### src/rtl/cussen_pkg.sv
// Shared types and sizing helpers for the cussen sort/dedup/delta stream encoder.
package cussen_pkg;

  typedef enum logic [2:0] {
    S_IDLE,
    S_SORT,
    S_DEDUP,
    S_MAP,
    S_DELTA,
    S_DONE
  } state_t;

  localparam int DEF_N = 9;
  localparam int DEF_W = 8;

  // Bits needed to index n distinct values (ceil(log2(n))).
  function automatic int idx_w(input int n);
    int r;
    r = 0;
    for (int i = 0; i < 31; i++) begin
      if ((1 << i) < n) r = i + 1;
    end
    return r;
  endfunction

endpackage

### src/rtl/cussen_cmp_swap.sv
// Unsigned compare-exchange cell used by the odd-even transposition sorter.
module cussen_cmp_swap #(
  parameter int W = 8
) (
  input  logic [W-1:0] a,
  input  logic [W-1:0] b,
  output logic [W-1:0] lo,
  output logic [W-1:0] hi
);

  logic a_lt_b;

  assign a_lt_b = (a < b);
  assign lo     = a_lt_b ? a : b;
  assign hi     = a_lt_b ? b : a;

endmodule

### src/rtl/cussen_stream_encoder.sv
// Multi-cycle vector encoder: sort, dedup, per-element index map, then delta or raw
// unique values, exchanged over valid/ready on both sides.
module cussen_stream_encoder
  import cussen_pkg::*;
#(
  parameter int  N  = DEF_N,
  parameter int  W  = DEF_W,
  localparam int IW = idx_w(N),
  localparam int CW = idx_w(N + 1)
) (
  input  logic          clk,
  input  logic          rst_n,
  input  logic          in_valid,
  output logic          in_ready,
  input  logic [N*W-1:0] in_data,
  input  logic          in_delta_en,
  output logic          out_valid,
  input  logic          out_ready,
  output logic [N*W-1:0] out_data,
  output logic [N*IW-1:0] out_ptr,
  output logic [CW-1:0] out_count,
  output logic          busy
);

  state_t         state, nxt;
  logic [CW-1:0]  cnt;
  logic [IW-1:0]  cidx;

  logic [W-1:0]   s     [N];
  logic [W-1:0]   s_nxt [N];
  logic [W-1:0]   u     [N];
  logic [W-1:0]   cp    [N];
  logic [IW-1:0]  ptr   [N];
  logic [CW-1:0]  wr;
  logic [CW-1:0]  count_r;
  logic           delta_en_r;
  logic           dedup_keep;
  logic [IW-1:0]  map_lt;

  logic [W-1:0]   ev_lo [N/2];
  logic [W-1:0]   ev_hi [N/2];
  logic [W-1:0]   od_lo [N/2];
  logic [W-1:0]   od_hi [N/2];

  logic [W-1:0]   out_r       [N];
  logic [IW-1:0]  out_ptr_r   [N];
  logic [CW-1:0]  out_count_r;

  assign cidx = cnt[IW-1:0];

  // cnt restarts on every state change, so it is the cycle index within a phase.
  always_ff @(posedge clk or negedge rst_n) begin
    if (!rst_n) begin
      state <= S_IDLE;
      cnt   <= '0;
    end else begin
      state <= nxt;
      cnt   <= (nxt != state) ? '0 : cnt + 1'b1;
    end
  end

  always_comb begin
    nxt = state;
    case (state)
      S_IDLE:  if (in_valid)             nxt = S_SORT;
      S_SORT:  if (cnt == CW'(N - 1))    nxt = S_DEDUP;
      S_DEDUP: if (cnt == CW'(N))        nxt = S_MAP;
      S_MAP:   if (cnt == CW'(N - 1))    nxt = S_DELTA;
      S_DELTA:                           nxt = S_DONE;
      S_DONE:  if (out_ready)            nxt = S_IDLE;
      default:                           nxt = S_IDLE;
    endcase
  end

  always_comb begin
    in_ready  = (state == S_IDLE);
    busy      = (state != S_IDLE);
    out_valid = (state == S_DONE);
  end

  // ---- sort pass: even pairs on even cycles, odd pairs on odd cycles ----
  for (genvar i = 0; i < N / 2; i++) begin : g_even
    cussen_cmp_swap #(.W(W)) u_cs (
      .a(s[2*i]), .b(s[2*i+1]), .lo(ev_lo[i]), .hi(ev_hi[i])
    );
  end

  for (genvar i = 0; i < (N - 1) / 2; i++) begin : g_odd
    cussen_cmp_swap #(.W(W)) u_cs (
      .a(s[2*i+1]), .b(s[2*i+2]), .lo(od_lo[i]), .hi(od_hi[i])
    );
  end

  always_comb begin
    s_nxt = s;
    if (!cnt[0]) begin
      for (int i = 0; i < N / 2; i++) begin
        s_nxt[2*i]   = ev_lo[i];
        s_nxt[2*i+1] = ev_hi[i];
      end
    end else begin
      for (int i = 0; i < (N - 1) / 2; i++) begin
        s_nxt[2*i+1] = od_lo[i];
        s_nxt[2*i+2] = od_hi[i];
      end
    end
  end

  // ---- dedup keep test and index-map rank ----
  assign dedup_keep = (cidx == '0) || (s[cidx] != s[cidx - 1'b1]);

  always_comb begin
    map_lt = '0;
    for (int j = 0; j < N; j++) begin
      if ((CW'(j) < count_r) && (u[j] < cp[cidx])) map_lt = map_lt + 1'b1;
    end
  end

  // Working arrays carry no reset: every field is rewritten before it is consumed.
  always_ff @(posedge clk) begin
    case (state)
      S_IDLE: begin
        if (in_valid) begin
          for (int k = 0; k < N; k++) begin
            s[k]  <= in_data[k*W +: W];
            cp[k] <= in_data[k*W +: W];
          end
          delta_en_r <= in_delta_en;
          wr         <= '0;
        end
      end
      S_SORT: s <= s_nxt;
      S_DEDUP: begin
        if (cnt == CW'(N)) begin
          count_r <= wr;
          for (int j = 0; j < N; j++) begin
            if (CW'(j) >= wr) u[j] <= '0;
          end
        end else if (dedup_keep) begin
          u[wr[IW-1:0]] <= s[cidx];
          wr            <= wr + 1'b1;
        end
      end
      S_MAP: ptr[cidx] <= map_lt;
      default: ;
    endcase
  end

  // ---- output registers, loaded only in DELTA ----
  always_ff @(posedge clk or negedge rst_n) begin
    if (!rst_n) begin
      for (int k = 0; k < N; k++) begin
        out_r[k]     <= '0;
        out_ptr_r[k] <= '0;
      end
      out_count_r <= '0;
    end else if (state == S_DELTA) begin
      out_r[0] <= u[0];
      for (int k = 1; k < N; k++) begin
        if (!delta_en_r)             out_r[k] <= u[k];
        else if (CW'(k) < count_r)   out_r[k] <= u[k] - u[k-1];
        else                         out_r[k] <= '0;
      end
      for (int k = 0; k < N; k++) out_ptr_r[k] <= ptr[k];
      out_count_r <= count_r;
    end
  end

  for (genvar k = 0; k < N; k++) begin : g_flat
    assign out_data[k*W +: W]  = out_r[k];
    assign out_ptr[k*IW +: IW] = out_ptr_r[k];
  end
  assign out_count = out_count_r;

endmodule

### config.mk
export PLATFORM = sky130hd
export DESIGN_NAME = cussen_stream_encoder
export DESIGN_NICKNAME = d
export VERILOG_FILES = /design/src/rtl/cussen_pkg.sv /design/src/rtl/cussen_cmp_swap.sv /design/src/rtl/cussen_stream_encoder.sv
export SDC_FILE = /design/constraint.sdc
export NUM_CORES = 1
export LEC_CHECK = 0
export CAP_MARGIN = 20
export CORE_ASPECT_RATIO = 1.5
export CORE_MARGIN = 2
export CORE_UTILIZATION = 60
export CTS_CLUSTER_SIZE = 10
export DETAILED_ROUTE_END_ITERATION = 8
export PLACE_DENSITY = 0.82
export SETUP_SLACK_MARGIN = 0.4
export SLEW_MARGIN = 20
export SYNTH_ARGS = -nofsm -noshare
export SYNTH_HDL_FRONTEND = slang
export SYNTH_HIERARCHICAL = 1
export SYNTH_SLANG_ARGS = --single-unit
### constraint.sdc
create_clock -name clk -period 8.6 [get_ports clk]
set_input_delay 1.29 -clock clk [delete_from_list [all_inputs] [get_ports clk]]
set_output_delay 1.29 -clock clk [all_outputs]
set_load 0.01 [all_outputs]
==> implementation parameters <==
Parameter                              Value

Outcome
  Status ... finished, final reports clean

Critical path
  Largest delay contributor family on the critical path ... compound AO/OA/AOI/OAI gates
  Critical setup path kind ... reg -> reg
  R2R setup slack ... ~940 ps
  Cell with the largest stage delay on the worst path ... sky130_fd_sc_hd__dfrtp_1
  Worst Path Max Fanout ... 26
  Kind of end point of the critical path ... flip-flop
  Length in cells of the worst reg-to-reg path ... 30
  Buffers and inverters on the worst path ... 3
  Endpoint of the most critical register-to-register path ... ptr[1][2]
  Type of element launching the critical path ... flip-flop
  Max incr delay on CP ... approximately 730 ps
  Critical path data arrival time ... approximately 8000 ps
  Required arrival time at the worst endpoint ... 8920 ps
  Beginning of the worst register-to-register path ... cidx[1]

Yosys
  #FFs+latches synth ... 380
  Number of enable-type register cells in the synthesized netlist ... between 200 and 300
  Syn nets ... around 2400
  Register area share after synthesis ... 0.441
  Cells after Synth ... 2153
  Ys flop type ... sky130_fd_sc_hd__edfxtp_1
  Warning count from the yosys run ... 6
  Share of flip-flops with an asynchronous set or reset ... 0.313
  Post-synthesis cell area ... 24500 sq um
  Count of different cell masters after synthesis ... 75
  Mean cell area of the mapped netlist ... about 11 sq um

Timing
  Fmax ... ~0.13 GHz
  Period minus WS final ... roughly 7700 ps
  Final count of negative-setup-slack endpoints ... 0
  Accumulated negative setup slack ... 0 ps
  Unrepaired setup endpoints after global routing ... no
  Max-slew violation count ... 0
  Transition time at the pin with the least slew margin ... about 1100 ps
  Final worst clock skew ... around 19 ps
  Final hold violation count ... 0
  Share of the clock period used by the worst path ... 0.891
  Final worst-path setup slack ... roughly 940 ps
  Worst relative slew slack ... 0.272

Floorplanning
  X dimension of the die ... between 150 and 200 microns
  Area enclosed by the die boundary ... roughly 43000 sq um
  Area of the core region ... between 40000 and 50000 sq um
  Num ports ... 192
  Std cell rows ... 90
  Vert. Die Dim ... 252 microns
  Initial standard-cell utilization of the core ... 0.608

Layout
  Utilization of the core after routing ... 0.698
  Synthesis-to-finish area growth ... 14.7%
  Most common cell after layout, fill and taps aside ... sky130_fd_sc_hd__edfxtp_1
  Final nets ... between 2000 and 3000
  Share of final-layout standard cells stronger than drive strength 1 ... 0.148
  Non-Filler Cell Area, Final ... roughly 28000 sq um
  Highest-count cells in the layout ignoring fill and taps ... sky130_fd_sc_hd__edfxtp_1, sky130_fd_sc_hd__nor2_1, sky130_fd_sc_hd__ha_1
  Total inserted antenna cells ... 0

Clock tree
  CTS tree ... yes
  Hold-fix buffer count after cts ... 0
  CTS max path bufs ... 3
  Clock latency of the later-clocked register in the worst-skew pair ... between 500 and 600 ps
  Clock slew at reported path FFs ... about 60 ps
  Number of sinks handled by clock tree synthesis ... 380
  Clock buffer count from CTS ... 44
  Maximum level of the CTS H-tree ... 2
  Buffer type at the clock tree root ... sky130_fd_sc_hd__clkbuf_16

Placement
  Last weighted congestion value of the routability-driven placer ... 0.928
  HPWL reported at the end of detailed placement ... around 51000 microns
  Placed Instance Area ... between 20000 and 30000 sq um
  Placement-stage worst setup slack ... ~800 ps
  Quantity of I/O buffers inserted on ports ... between 150 and 200

Routing
  Number of detailed-routing iterations run before antenna repair ... 6
  Routed via count ... ~18000
  Final antenna-violating net count ... 0
  Routed wire per std cell ... roughly 24 microns
  Total wire length ... 69200 microns
  1st-iter DRT viols ... 1718
  Number of design rule violations left after detail routing ... 0
  Post-detailed-route via-to-cell ratio ... ~6.4

Global route
  GR Util All Layers ... 0.325
  Global-route wire length before repair ... ~110000 microns
  Global-route met3 utilization ... 0.0435
  Maximum number of pins on one net before global-route repair ... just over 90
  Met2 demand-to-capacity share in global routing ... 0.593
  Number of antenna violations at the first check in global routing ... 0
  Overflow after GRT ... 0
  Most Crowded Layer GR ... met2
  Met1 Use GR ... 0.346
  Number of global-route vias before repair ... between 15000 and 20000

Hold path
  Start point of the worst min-delay path ... ptr[2][0]
  Number of instances on the worst hold path ... 1
  Terminating pin of the worst hold path ... out_ptr[8]
  Tightest Hold Check Type ... reg -> reg

Flow run
  Number of violations of the max-capacitance limit ... 0
[metal layers]
layer | vias to the layer above | part of all wire | routed length, microns
met4 | 0 | 0.078 | 5380
met2 | 876 | 0.53 | 36300
met5 | - | 0 | 0
li1 | 8159 | - | -
met3 | 264 | 0.059 | 4110
met1 | 9016 | 0.34 | 23300
[what timing repair did]
item | CTS | global route
resized for setup | 0 | 2
endpoints found under the setup margin | 0 | 18
setup buffers | 0 | 1
endpoints found under the hold margin | 0 | 0
[stage by stage]
step                      hold slack, ps  std cells
after floorplan                      424       2153
after global placement               461       2787
after detailed placement             467       2787
after CTS                            483       2861
after global routing                 482       2863
final                                481       2863
[state kept, by name, summed over array words and instances, names as in the netlist]
name        cells
out_data       72
delta_en_r      1
wr              4
cidx            4
u              72
cp             72
ptr            36
out_ptr        36
count_r         4
out_count       4
s              72
state           3
[logic make-up after synthesis]
group | share of synthesized area
AND/OR/NAND/NOR | 0.0923
AO/OA/AOI/OAI | 0.113
flip-flops | 0.441
multiplexers | 0.174
buffers and inverters | 0.0455
adder cells (fa/ha/maj) | 0.105
XOR/XNOR | 0.0298
[synth_stat cells (all sizes together), types with 7 or more instances]
library cell / n / area [sq um]
mux2i: 86 / 861
nor3: 10 / 50.1
a21oi: 117 / 627
o21a: 29 / 218
ha: 193 / 2410
nand2b: 20 / 125
a31oi: 10 / 62.6
nand3: 19 / 95.1
a21o: 17 / 128
or2: 7 / 43.8
a211oi: 22 / 265
dfrtp: 119 / 2980
a21boi: 8 / 60.1
o21ai: 116 / 603
fa: 8 / 160
mux4: 46 / 1050
xnor2: 37 / 369
a22oi: 40 / 300
nand2: 168 / 633
nand4: 11 / 68.8
o221ai: 7 / 67.6
mux2: 182 / 2350
a2111o: 9 / 101
xor2: 34 / 362
edfxtp: 261 / 7840
nor2: 231 / 867
inv: 165 / 619
clkbuf: 60 / 229
nor2b: 17 / 106
and3: 9 / 56.3
buf: 29 / 268
[worst max path at each step]
stage / slack [ps] / startpoint / end / cells after the start
floorplan: 770 / cidx[0] / ptr[0][2] / 35
global placement: 1030 / cidx[0] / ptr[6][2] / 32
detailed placement: 790 / cidx[0] / ptr[8][2] / 32
CTS: 700 / cidx[0] / ptr[2][2] / 32
global route: 460 / cidx[1] / ptr[2][2] / 30
finish: 940 / cidx[1] / ptr[1][2] / 30
[cell type report]
cell class	instances	area, sq um
flip-flops and latches	380	10800
well taps	506	633
multi-input cells	1519	12600
inverters	165	619
clock buffers	70	1220
repair buffers	219	2150
fillers	2858	12200
clock inverters	4	52.6
Power is not shown: default switching activity piles up to over one toggle a cycle in this logic, so the estimate is an artifact.
